**config.mk**
```make
export PLATFORM = sky130hd
export DESIGN_NAME = sm_warp_done_collector_flat
export DESIGN_NICKNAME = d
export VERILOG_FILES = /design/src/rtl/sm_warp_done_collector_if.sv /design/src/rtl/sm_warp_done_collector.sv /design/src/flat_wrapper.sv
export SDC_FILE = /design/constraint.sdc
export NUM_CORES = 1
export LEC_CHECK = 0
export BUFFER_PORTS_ARGS = -buffer_cell sky130_fd_sc_hd__buf_4
export CAP_MARGIN = 20
export CORE_ASPECT_RATIO = 1.75
export CORE_MARGIN = 5
export CORE_UTILIZATION = 62
export CTS_CLUSTER_DIAMETER = 100
export DETAILED_ROUTE_END_ITERATION = 10
export PLACE_DENSITY = 0.87
export SLEW_MARGIN = 5
export SYNTH_ARGS = -nofsm -noshare
export SYNTH_HDL_FRONTEND = slang
export SYNTH_SLANG_ARGS = --single-unit
```
**constraint.sdc**
```tcl
create_clock -name clk -period 8 [get_ports clk]
set_clock_uncertainty 0.2 [all_clocks]
set_input_delay 1.6 -clock clk [delete_from_list [all_inputs] [get_ports clk]]
set_output_delay 1.6 -clock clk [all_outputs]
set_load 0.02 [all_outputs]
```
**src/rtl/sm_warp_done_collector_if.sv**
```systemverilog
// Response handshake between the warp-done collector and its consumer.
// Valid/ready contract: the master raises rsp_valid_o with rsp_wid_o and holds
// both stable until a rising clk edge samples rsp_valid_o && rsp_ready_i high
// (a "fire"). rsp_valid_o never depends combinationally on rsp_ready_i. The
// slave may drive rsp_ready_i at any time, including before valid rises.
interface sm_warp_done_collector_if #(
    parameter int DEPTH_WARP = 5
);
    logic                  rsp_valid_o;
    logic                  rsp_ready_i;
    logic [DEPTH_WARP-1:0] rsp_wid_o;

    modport master (
        output rsp_valid_o,
        output rsp_wid_o,
        input  rsp_ready_i
    );

    modport slave (
        input  rsp_valid_o,
        input  rsp_wid_o,
        output rsp_ready_i
    );
endinterface

```
**src/rtl/sm_warp_done_collector.sv**
```systemverilog
// Warp completion collector.
// Per-warp done pulses are latched into a pending vector. A round-robin
// arbiter moves one pending warp at a time into a single output register,
// which drives the response handshake. Pulses on a warp that is already
// pending, and whose bit is not being cleared in the same cycle, set a sticky
// duplicate error and are otherwise absorbed.
// Optional feature: define SM_WARP_DONE_CNT_EN to count accepted responses on
// done_cnt_o (16-bit, wrapping). Without it done_cnt_o is tied to zero.
module sm_warp_done_collector #(
    parameter int NUM_WARP   = 32,
    parameter int DEPTH_WARP = 5
) (
    input  logic                 clk,
    input  logic                 rst_n,
    input  logic [NUM_WARP-1:0]  warp_done_i,
    sm_warp_done_collector_if.master rsp,
    output logic [NUM_WARP-1:0]  pending_o,
    output logic                 dup_err_o,
    output logic [15:0]          done_cnt_o
);

    logic [NUM_WARP-1:0]   r_pending;
    logic                  r_valid;
    logic [DEPTH_WARP-1:0] r_wid;
    logic [DEPTH_WARP-1:0] r_ptr;
    logic                  r_dup;

    logic                  w_fire;
    logic                  w_any;
    logic                  w_load;
    logic                  w_found;
    logic [DEPTH_WARP-1:0] w_sel;
    logic [DEPTH_WARP-1:0] w_ptr_nxt;
    logic [NUM_WARP-1:0]   w_rot;
    logic [NUM_WARP-1:0]   w_clr;
    logic [NUM_WARP-1:0]   w_dup_hit;
    logic [NUM_WARP-1:0]   w_pending_nxt;
    int                    w_idx;

    assign w_fire = r_valid & rsp.rsp_ready_i;
    assign w_any  = |r_pending;
    // The output slot can take a new warp when it is empty or draining now.
    assign w_load = (!r_valid || w_fire) && w_any;

    // Round-robin pick: rotate pending so r_ptr sits at bit 0, take the lowest set bit.
    always_comb begin
        w_rot   = NUM_WARP'({r_pending, r_pending} >> r_ptr);
        w_found = 1'b0;
        w_sel   = '0;
        w_idx   = 0;
        for (int i = 0; i < NUM_WARP; i++) begin
            if (!w_found && w_rot[i]) begin
                w_found = 1'b1;
                w_idx   = int'(r_ptr) + i;
                if (w_idx >= NUM_WARP) begin
                    w_idx = w_idx - NUM_WARP;
                end
                w_sel = DEPTH_WARP'(w_idx);
            end
        end
    end

    // Pending vector next-state: clear the granted bit, then OR in new pulses so
    // a pulse coinciding with its own clear survives as a fresh completion.
    always_comb begin
        w_clr         = w_load ? (NUM_WARP'(1) << w_sel) : '0;
        w_dup_hit     = warp_done_i & r_pending & ~w_clr;
        w_pending_nxt = (r_pending & ~w_clr) | warp_done_i;
        w_ptr_nxt     = (int'(w_sel) == NUM_WARP - 1) ? '0 : w_sel + 1'b1;
    end

    // Pending latch and sticky duplicate flag.
    always_ff @(posedge clk or negedge rst_n) begin
        if (!rst_n) begin
            r_pending <= '0;
            r_dup     <= 1'b0;
        end else begin
            r_pending <= w_pending_nxt;
            if (|w_dup_hit) begin
                r_dup <= 1'b1;
            end
        end
    end

    // Output register and round-robin pointer; valid drops only on an idle fire.
    always_ff @(posedge clk or negedge rst_n) begin
        if (!rst_n) begin
            r_valid <= 1'b0;
            r_wid   <= '0;
            r_ptr   <= '0;
        end else if (w_load) begin
            r_valid <= 1'b1;
            r_wid   <= w_sel;
            r_ptr   <= w_ptr_nxt;
        end else if (w_fire) begin
            r_valid <= 1'b0;
        end
    end

`ifdef SM_WARP_DONE_CNT_EN
    logic [15:0] r_cnt;

    // Accepted-response counter, wraps naturally at 16 bits.
    always_ff @(posedge clk or negedge rst_n) begin
        if (!rst_n) begin
            r_cnt <= 16'h0000;
        end else if (w_fire) begin
            r_cnt <= r_cnt + 16'h0001;
        end
    end

    assign done_cnt_o = r_cnt;
`else
    assign done_cnt_o = 16'h0000;
`endif

    assign rsp.rsp_valid_o = r_valid;
    assign rsp.rsp_wid_o   = r_wid;
    assign pending_o       = r_pending;
    assign dup_err_o       = r_dup;

endmodule
```
**src/flat_wrapper.sv**
```systemverilog
// flat-port wrapper written by rule: the top's interface ports become plain ports
module sm_warp_done_collector_flat 
#(
    parameter int NUM_WARP   = 32,
    parameter int DEPTH_WARP = 5
)
  (clk, rst_n, warp_done_i, pending_o, dup_err_o, done_cnt_o, rsp_rsp_valid_o, rsp_rsp_wid_o, rsp_rsp_ready_i);
  sm_warp_done_collector_if #(.DEPTH_WARP(DEPTH_WARP)) rsp_i ();
  input  logic clk;
  input  logic rst_n;
  input  logic [NUM_WARP-1:0] warp_done_i;
  output logic [NUM_WARP-1:0] pending_o;
  output logic dup_err_o;
  output logic [15:0] done_cnt_o;
  output wire logic [$bits(rsp_i.rsp_valid_o)-1:0] rsp_rsp_valid_o;
  output wire logic [$bits(rsp_i.rsp_wid_o)-1:0] rsp_rsp_wid_o;
  input wire logic [$bits(rsp_i.rsp_ready_i)-1:0] rsp_rsp_ready_i;
  assign rsp_rsp_valid_o = rsp_i.rsp_valid_o;
  assign rsp_rsp_wid_o = rsp_i.rsp_wid_o;
  assign rsp_i.rsp_ready_i = rsp_rsp_ready_i;
  sm_warp_done_collector #(.NUM_WARP(NUM_WARP), .DEPTH_WARP(DEPTH_WARP)) u_core (.clk(clk), .rst_n(rst_n), .warp_done_i(warp_done_i), .rsp(rsp_i), .pending_o(pending_o), .dup_err_o(dup_err_o), .done_cnt_o(done_cnt_o));
endmodule
```
==> metrics.txt, run 1 <==
status=finished, final reports clean; I/O Buffers=73; Clock Path Buffers=2; most common library cells after synthesis=nand2_1 (127), mux4_2 (74), nor2_1 (58); final hold vios=0; asr flop ratio synth=100%; vias in the first global route=9542; final period utilization=94.6%; CTS tree=yes; pin count of the biggest net entering global routing=58; Worst-Skew Late Latency=0.29 ns; Die H=161 um; setup violators final=0; Final HPWL DP=27.8 mm; Synth top area share=20.7%; Combinational Power Share=75.6%; internal power=1.19 mW; ys flop type=dfrtp_1; count leader, synth=nand2_1; max cap viols=0; Filler cells=1060; Vias=9436; ratio of cells with drive above 1 in the final layout=25.1%; fin area=8830 um^2; Post-Syn Area per Cell=8.45 um^2; Yosys top cell by area=mux4_2; Die ar.=15500 um^2; area delta synth->final=9.58%; remaining global-route overflow=0; Crit Path Category=register to register; Max-slew headroom=20.4%; Hold Buf Count CTS=0; Critical Path Sink Type=register; first-pass GRT wire length=58.1 mm; Crit path arrival time=7.53 ns; P per Cell Area=335 nW/um^2; post-CTS setup buffers=0; Starting Density=62.6%; # resized after CTS=0; diode count=0; final std cells w/o fill=1166; Sequential Power Share=16.0%; Ports=90; Placed Area=8660 um^2; post-route total power=2.96 mW; final wirelength=37.5 mm; total CTS buffers=5; Die Wd=96.2 um; reg2reg setup slack=0.43 ns; Via density=8.09; initial DRC count=1347; CP Data Required Time=7.96 ns; Post-synth EDFFs=0; CP startpoint kind=register; H-tree depth reported by CTS=2; Placed Instances=1158; clock power share=8.3%; Slew Limit Fails=0; Tmin final=7.57 ns; Setup TNS=0 ns; GRT Overall Usage=50.7%; register bit count reported by yosys=44; pre-CTS setup slack=0.862 ns; CTS Sinks=44; P_leak=2.98 nW; core box area=12900 um^2; Mapped Area=8060 um^2; clk slew on worst S/H paths=0.07 ns; Peak Freq=132 MHz; Final GP Congestion=1.12; initial antenna violation count=0; Row Count=55; Ys Warns=0; 1st-pass router iterations=8; wire length per cell after detailed routing=32.2 um; setup ws final=0.435 ns; Area contributors post-synth=mux4_2 (21%), dfrtp_1 (14%), nand2_1 (5.9%), mux2_2 (5.0%), mux2i_1 (3.8%); Routed Antenna Nets=0; Worst-Margin Slew=1.18 ns; DRC violations left=0; switching share of power=59.7%; CP max FO=57; Cell variety after synth=89; nets=1046; Root Driver=clkbuf_16; Hold WC Path Type=register to register; RSZ-0062 raised after global routing=false; Mapped Cells=954; worst vdd ir=0.292 mV; switching component of the power=1.77 mW; Seq/Total Area, Yosys=13.7%
[per-layer routing]
| layer | routed length, um | global-route usage, % | vias to the layer above |
|---|---|---|---|
| met5 | 0 | 0.347 | - |
| met4 | 5000 | 47.7 | 0 |
| met3 | 4700 | 19.6 | 382 |
| met2 | 17200 | 76.4 | 1009 |
| met1 | 10600 | 51.9 | 4281 |
| li1 | - | - | 3764 |
[metrics by stage]
stage	utilization, %	hold slack (ns)
2_1_floorplan	-	0.390
3_3_place_gp	67.3	0.276
6_report	68.6	0.315
3_5_place_dp	67.3	0.300
5_1_grt	68.6	0.332
4_1_cts	68.6	0.315
[flip-flops by register name, indices dropped and copies added, names as in the netlist]
register and count:
u_core.rsp.rsp_valid_o 1, u_core.dup_err_o 1, u_core.r_ptr 5, u_core.pending_o 32
u_core.rsp.rsp_wid_o 5
[worst max-delay path, cell delays in order, from the launching register on]
cell	delay, ns
dfrtp_4	1.03
mux4_2	0.73
a22o_1	0.25
a31oi_1	0.78
nand2_1	0.38
or3_4	0.45
nor4b_4	0.36
nand2_1	0.20
nor3_1	0.37
nor3_1	0.11
nand2b_1	0.15
o21ai_0	0.09
o311a_1	0.32
ha_1	0.30
inv_1	0.09
o311a_1	0.35
a31o_1	0.20
or4_1	0.50
or4_1	0.50
[cell families (layout without fill, tap and decap cells)]
family	after synthesis	after routing	synth area share, %
adders and majority gates	17	17	2.64
DFF	44	44	13.7
buffers and inverters	113	139	6.85
and+or+nand+nor	334	334	20.3
other	1	16	0.0465
xor gates and xnor gates	24	24	2.61
muxes	147	147	30.7
AOI/OAI and AO/OA	274	274	23.3
[layout by cell type, fill, tap and decap left out, types with 7 or more instances in the layout]
| master | instances |
|---|---|
| and3_1 | 8 |
| conb_1 | 16 |
| dfrtp_1 | 40 |
| or3_1 | 7 |
| xnor2_1 | 22 |
| mux2i_1 | 31 |
| inv_1 | 26 |
| mux2_2 | 36 |
| nor3_1 | 22 |
| o221ai_1 | 8 |
| nor2_1 | 58 |
| mux4_2 | 74 |
| o211ai_1 | 9 |
| nand2_1 | 127 |
| ha_1 | 17 |
| nand3_1 | 31 |
| nand2b_1 | 21 |
| o21ai_0 | 51 |
| buf_4 | 102 |
| a21o_1 | 25 |
| nor4_1 | 18 |
| a21oi_1 | 49 |
| o22ai_1 | 10 |
| nand4_1 | 7 |
| o31ai_1 | 8 |
| a31oi_1 | 29 |
[power by group through the flow]
stage               Sequential (mW)  Combinational (mW)  Clock, mW
floorplan                     0.338                1.52          0
global placement              0.453                2.07          0
detailed placement            0.460                2.07          0
CTS                           0.458                2.09      0.246
global route                  0.482                2.33      0.253
finish                        0.474                2.24      0.246
[path summary, 6_finish.rpt]
path	startpoint	end	depth (start not counted)
max	u_core.r_ptr[1]	u_core.dup_err_o	18
min	u_core.rsp.rsp_wid_o[2]	u_core.rsp.rsp_wid_o[2]	2
max reg2reg	u_core.r_ptr[1]	u_core.dup_err_o	18
min reg2reg	u_core.rsp.rsp_wid_o[2]	u_core.rsp.rsp_wid_o[2]	2
max in group asynchronous	rst_n	u_core.r_ptr[1]	1
min in group asynchronous	rst_n	u_core.pending_o[13]	1
[area by class of cell]
type / instances / area [um^2] / share of cell area (%)
clock inverters: 3 / 46.3 / 0.524
flip-flops and latches: 44 / 1110 / 12.6
well taps: 171 / 214 / 2.42
repair buffers: 102 / 766 / 8.67
clock buffers: 5 / 125 / 1.42
multi-input cells: 812 / 6460 / 73.2
inverters: 29 / 109 / 1.23
Note: power is estimated with default switching activity, not from simulation.
==> run 2, diff against run 1 <==
==> constraint.sdc (replaced) <==
create_clock -name clk -period 8 [get_ports clk]
set_clock_uncertainty 0.2 [all_clocks]
set_input_delay 0.4 -clock clk [delete_from_list [all_inputs] [get_ports clk]]
set_output_delay 0.4 -clock clk [all_outputs]
set_load 0.02 [all_outputs]
==> run 2 against run 1 <==
Effect of this change:
- clock power about the same
- largest cell class unchanged
- clock-buffer cell count did not move
- die area is the same
- critical path depth grew 1
- first-iteration DRC count grew 1.8%
- sequential share of layout area barely moved
==> metrics.txt, run 2 (same netlist as run 1, synthesis figures left out) <==
status=finished, final reports clean; # resized after CTS=0 (unchanged); Slew Limit Fails=0 (unchanged); remaining global-route overflow=0 (unchanged); first-pass GRT wire length=58.1 mm (+0.11%); CP delay by family, top=simple AND/OR/NAND/NOR gates; Row Count=55 (unchanged); CP Data Required Time=7.96 ns (about the same); initial DRC count=1371 (+1.8%); Root Driver=clkbuf_16; Die Wd=96.2 um (unchanged); max cap viols=0 (unchanged); final wirelength=37.5 mm (-0.12%); H-tree depth reported by CTS=2 (unchanged); Vias=9410 (-0.28%); crit-path max cell delay=1.03 ns (about the same); ratio of cells with drive above 1 in the final layout=25.1% (-0.025 points); P_leak=2.98 nW (+0.14%); clk slew on worst S/H paths=0.07 ns (about the same); worst vdd ir=0.292 mV (-0.12%); RSZ-0062 raised after global routing=false; nets=1047 (+0.096%); Critical Path Sink Type=register; final hold vios=0 (unchanged); Worst-Margin Slew=1.14 ns (-0.0386 ns); Cell Chain, Critical Path=mux4_2 > a22o_1 > a31oi_1 > nand2_1 > or3_4 > or3_1 > a21oi_1 > a311oi_1 > o211ai_1 > nor2_1 > o21ai_0 > a31oi_1 > inv_1 > ha_1 > inv_1 > o311ai_0 > nand4_1 > or4_1 > or4_1; CTS Sinks=44 (unchanged); Final GP Congestion=1.12 (unchanged); initial antenna violation count=0 (unchanged); area delta synth->final=9.73%; Die H=161 um (unchanged); CP startpoint kind=register; CP max FO=57 (unchanged); Hold WC Path Type=primary input to register; final period utilization=93.3% (-1.2 points); Setup TNS=0 ns (unchanged); Largest register FFs=32 (unchanged); Clock Path Buffers=2 (unchanged); P per Cell Area=333 nW/um^2 (-0.42%); WP buf/inv=2 (+1); vias in the first global route=9568 (+0.27%); DRC violations left=0 (unchanged); 1st-pass router iterations=7 (-1); Final HPWL DP=27.8 mm (unchanged); most frequent cells in the layout=nand2_1 (127), buf_4 (102), mux4_2 (74), nor2_1 (58), o21ai_0 (51); core box area=12900 um^2 (unchanged); setup violators final=0 (unchanged); Critical-path top delay cell=dfrtp_4; GRT Overall Usage=50.8% (about the same); Peak Freq=134 MHz (+1.3%); Crit Path Category=register to register; Die ar.=15500 um^2 (unchanged); post-CTS setup buffers=0 (unchanged); I/O Buffers=73 (unchanged); Via density=8.06 (-0.45%); pin count of the biggest net entering global routing=58 (unchanged); CTS tree=yes; Hold Buf Count CTS=1 (+1); Placed Area=8660 um^2 (unchanged); Tmin final=7.47 ns (-0.0974 ns); Max-slew headroom=23.0% (+2.6 points); Starting Density=62.6% (unchanged); commonest non-fill, non-tap cell in the layout=nand2_1; Ports=90 (unchanged); wire length per cell after detailed routing=32.1 um (-0.29%); fin area=8840 um^2 (+0.14%); total CTS buffers=5 (unchanged); Worst-Skew Late Latency=0.29 ns (about the same); Routed Antenna Nets=0 (unchanged); Crit path arrival time=7.43 ns (-0.10 ns)
==> run 2: where the power goes <==
group          total (mW)  switching (mW)  leakage, nW  internal (mW)
clock network       0.244          0.0956       0.0804          0.149
logic                2.23            1.45         2.48          0.782
registers           0.474           0.213        0.422          0.260
==> run 2: worst paths after layout <==
kind / startpoint / end / slack (ns) / cells past startpoint
worst max-delay path: u_core.r_ptr[1] / u_core.dup_err_o / 0.53 / 19
worst min-delay path: warp_done_i[6] / u_core.pending_o[6] / 0.09 / 2
worst max register to register: u_core.r_ptr[1] / u_core.dup_err_o / 0.53 / 19
worst min register to register: u_core.rsp.rsp_wid_o[1] / u_core.rsp.rsp_wid_o[1] / 0.31 / 2
max in group asynchronous: rst_n / u_core.r_ptr[1] / 6.68 / 2
min in group asynchronous: rst_n / u_core.pending_o[10] / 0.48 / 2
==> run 2: metal layers <==
| metal | global-route usage, % | wire length (um) |
|---|---|---|
| met5 | 0 | 0 |
| met4 | 48.8 | 5040 |
| met3 | 20.1 | 4560 |
| met2 | 76.1 | 17100 |
| met1 | 51.6 | 10800 |
==> run 2: area by class of cell <==
cell class,instances,area [um^2]
repair buffers,103,776
clock buffers,5,125
diodes,1,2.50
well taps,171,214
inverters,29,109
fillers,1058,4020
flip-flops and latches,44,1110
multi-input cells,812,6460
clock inverters,3,46.3
==> run 2: per-stage QoR <==
step / power (mW) / worst slack, ns / instances / utilization (%) / hold slack, ns
floorplan: 1.86 / 1.67 / 969 / - / -0.0956
global placement: 2.52 / 0.869 / 1158 / 67.3 / 0.228
detailed placement: 2.53 / 0.862 / 1158 / 67.3 / 0.231
CTS: 2.79 / 0.828 / 1167 / 68.7 / 0.0881
global route: 3.06 / 0.281 / 1167 / 68.7 / 0.0886
finish: 2.95 / 0.532 / 1168 / 68.7 / 0.0892
==> run 3, diff against run 2 <==
CORE_MARGIN = 2   (was 5)
==> run 3 against run 2 <==
Effect of this change:
- the run now fails in global routing (5_1_grt)
- synthesized area is the same
- synthesized cell count stayed put
==> metrics.txt, run 3 <==
Root Driver=clkbuf_16; CTS Sinks=44 (unchanged); Final GP Congestion=1.22 (+9.4%); H-tree depth reported by CTS=2 (unchanged); Clock Path Buffers=2 (unchanged); count leader, synth=nand2_1; Synth top area share=20.7% (unchanged); Hold Buf Count CTS=1 (unchanged); asr flop ratio synth=100% (unchanged); # resized after CTS=0 (unchanged); Die Wd=90.2 um (-6.2%); Starting Density=63.0% (+0.34 points); I/O Buffers=73 (unchanged); Post-Syn Area per Cell=8.45 um^2 (unchanged); ys flop type=dfrtp_1; Cell variety after synth=89 (unchanged); Row Count=55 (unchanged); Ports=90 (unchanged); Seq/Total Area, Yosys=13.7% (unchanged); Yosys top cell by area=mux4_2; Ys Warns=0 (unchanged); register bit count reported by yosys=44 (unchanged); Mapped Area=8060 um^2 (unchanged); first error=[ERROR GRT-0183] Net u_core.r_ptr\[1\]: the 3D maze router ran out of legal paths (heap underflow) - the net is boxed in by local congestion or blockages.; Final HPWL DP=27.1 mm (-2.6%); Post-synth EDFFs=0 (unchanged); total CTS buffers=5 (unchanged); Area contributors post-synth=mux4_2 (21%), dfrtp_1 (14%), nand2_1 (5.9%), mux2_2 (5.0%), mux2i_1 (3.8%); Mapped Cells=954 (unchanged); status=stopped before the end; Die H=155 um (-3.7%); most common library cells after synthesis=nand2_1 (127), mux4_2 (74), nor2_1 (58); post-CTS setup buffers=0 (unchanged); Stopped at=global routing (5_1_grt); pin count of the biggest net entering global routing=46
[run 3: cell counts after synthesis]
Identical to the previous run, type by type.
[run 3: stage by stage]
step	utilization [%]	hold slack (ns)	std cells	instance area [um^2]	setup WS, ns
after floorplan	-	-0.0956	969	8120	1.67
after global placement	67.9	0.223	1162	8690	0.652
after detailed placement	67.9	0.225	1162	8690	0.581
after CTS	69.3	0.0870	1171	8870	0.607
[run 3: cells by family after synthesis]
logic type               share of synthesized area, %
other                                          0.0465
multiplexers                                     30.7
buffers and inverters                            6.85
XOR/XNOR                                         2.61
adder cells (fa/ha/maj)                          2.64
AO/OA/AOI/OAI                                    23.3
flip-flops                                       13.7
AND/OR/NAND/NOR                                  20.3
==> run 4, diff against run 3 <==
CORE_ASPECT_RATIO = not set   (was 1.75)
CORE_UTILIZATION = 40   (was 62)
CTS_CLUSTER_DIAMETER = not set   (was 100)
PLACE_DENSITY = not set   (was 0.87)
PLACE_DENSITY_LB_ADDON = 0.15   (was not set)
==> run 4 against run 3 <==
Effect of this change:
- the run now ends clean
==> metrics.txt, run 4 (same netlist as run 1, synthesis figures left out) <==
final period utilization=92.9%; max cap viols=0; H-tree depth reported by CTS=2 (unchanged); internal power=1.23 mW; ratio of cells with drive above 1 in the final layout=25.2%; switching component of the power=1.65 mW; Core Util, Final=45.9%; P_leak=3.00 nW; CTS Sinks=44 (unchanged); switching share of power=57.3%; Via density=6.94; Vias=8762; status=finished, final reports clean; initial antenna violation count=1; GRT Overall Usage=31.5%; initial DRC count=1207; CTS tree=yes; CP Data Required Time=7.96 ns; Combinational Power Share=76.1%; DRC violations left=0; Die H=146 um (-5.7%); Worst-Margin Slew=0.774 ns; first-pass GRT wire length=52.0 mm; clock power share=9.2%; commonest non-fill, non-tap cell in the layout=nand2_1; Die Wd=146 um (+62%); final wirelength=34.4 mm; Starting Density=41.1% (-22 points); Die ar.=21300 um^2; WL met3=3.55 mm; Top Layer Used=met4; Setup TNS=0 ns; Worst-Skew Late Latency=0.29 ns; Crit path arrival time=7.39 ns; pre-CTS setup slack=0.674 ns (+0.0925 ns); setup violators final=0; Hold Slack=0.0972 ns; I/O Buffers=73 (unchanged); most frequent cells in the layout=nand2_1 (127), buf_4 (102), mux4_2 (74), nor2_1 (58), o21ai_0 (51); total CTS buffers=5 (unchanged); clk slew on worst S/H paths=0.06 ns; wire length per cell after detailed routing=27.2 um; Tmin final=7.43 ns; remaining global-route overflow=0; worst vdd ir=0.231 mV; RSZ-0062 raised after global routing=false; Critical Path Sink Type=register; Routed Antenna Nets=0; Hold WC Path Type=primary input to register; core box area=19600 um^2; WL met1=13.6 mm; met2 WL=16.0 mm; Ports=90 (unchanged); Final GP Congestion=0.965 (-21%); Row Count=51 (-7.3%); CP startpoint kind=register; Slew Limit Fails=0; Crit Path Category=register to register; Root Driver=clkbuf_16; vias in the first global route=8325; Final HPWL DP=25.9 mm (-4.3%); P per Cell Area=319 nW/um^2; Clock Path Buffers=2 (unchanged); Max-slew headroom=48.3%; Peak Freq=135 MHz; CP max FO=46; area delta synth->final=11.7%; Sequential Power Share=14.7%; 1st-pass router iterations=6; nets=1048; final hold vios=0; pin count of the biggest net entering global routing=47; setup ws final=0.572 ns; post-route total power=2.87 mW; Largest register FFs=32
==> run 4: path summary, 6_finish.rpt <==
kind	startpoint	slack, ns	depth (start not counted)	to
max reg2reg	u_core.r_ptr[1]	0.57	17	u_core.dup_err_o
max in group asynchronous	rst_n	6.71	2	u_core.r_ptr[1]
min reg2reg	u_core.rsp.rsp_wid_o[2]	0.30	2	u_core.rsp.rsp_wid_o[2]
min	warp_done_i[14]	0.1	2	u_core.pending_o[14]
min in group asynchronous	rst_n	0.44	2	u_core.rsp.rsp_wid_o[0]
max	u_core.r_ptr[1]	0.57	17	u_core.dup_err_o
==> run 4: final cells by class <==
class / instances / area, um^2
Multi-Input combinational cell: 812 / 6460
Tap cell: 265 / 332
Timing Repair Buffer: 104 / 796
Fill cell: 1995 / 10600
Inverter: 29 / 109
Antenna cell: 1 / 2.50
Sequential cell: 44 / 1110
Clock buffer: 6 / 129
Clock inverter: 2 / 60.1
==> run 4: metrics by stage <==
| step | instances | instance area (um^2) |
|---|---|---|
| global route | 1262 | 9000 |
| CTS | 1262 | 9000 |
| finish | 1263 | 9000 |
| global placement | 1253 | 8800 |
| floorplan | 969 | 8120 |
| detailed placement | 1253 | 8800 |
==> run 4: repair_timing <==
item / in CTS / in global routing
buffers inserted: 0 / 0
endpoints found under the hold margin: 44 / 0
hold buffers: 1 / 0
resized for setup: 0 / 0
==> run 4: power groups by stage <==
stage | logic (mW) | registers (mW) | clock network [mW]
2_1_floorplan | 1.52 | 0.338 | 0
4_1_cts | 2.12 | 0.422 | 0.270
6_report | 2.19 | 0.422 | 0.265
3_5_place_dp | 2.11 | 0.426 | 0
5_1_grt | 2.29 | 0.437 | 0.283
3_3_place_gp | 2.12 | 0.427 | 0
==> run 4: worst max-delay path, cell delays in order (launching register included) <==
cell	delay, ns
dfrtp_4	0.92
mux4_2	0.64
mux4_2	0.59
mux2i_1	0.43
nand4_1	0.32
nor3_2	0.48
nor4b_4	0.45
nand2_1	0.21
nor3_1	0.34
a221oi_1	0.09
a31oi_1	0.52
ha_1	0.25
buf_4	0.18
inv_1	0.07
o311a_1	0.36
a31o_1	0.20
or4_1	0.48
or4_1	0.51
==> run 4: metal layers <==
layer / GRT usage, % / vias up
li1: - / 3772
met1: 43.4 / 4299
met2: 50.9 / 600
met3: 4.51 / 91
met4: 10.7 / 0
met5: 0 / -
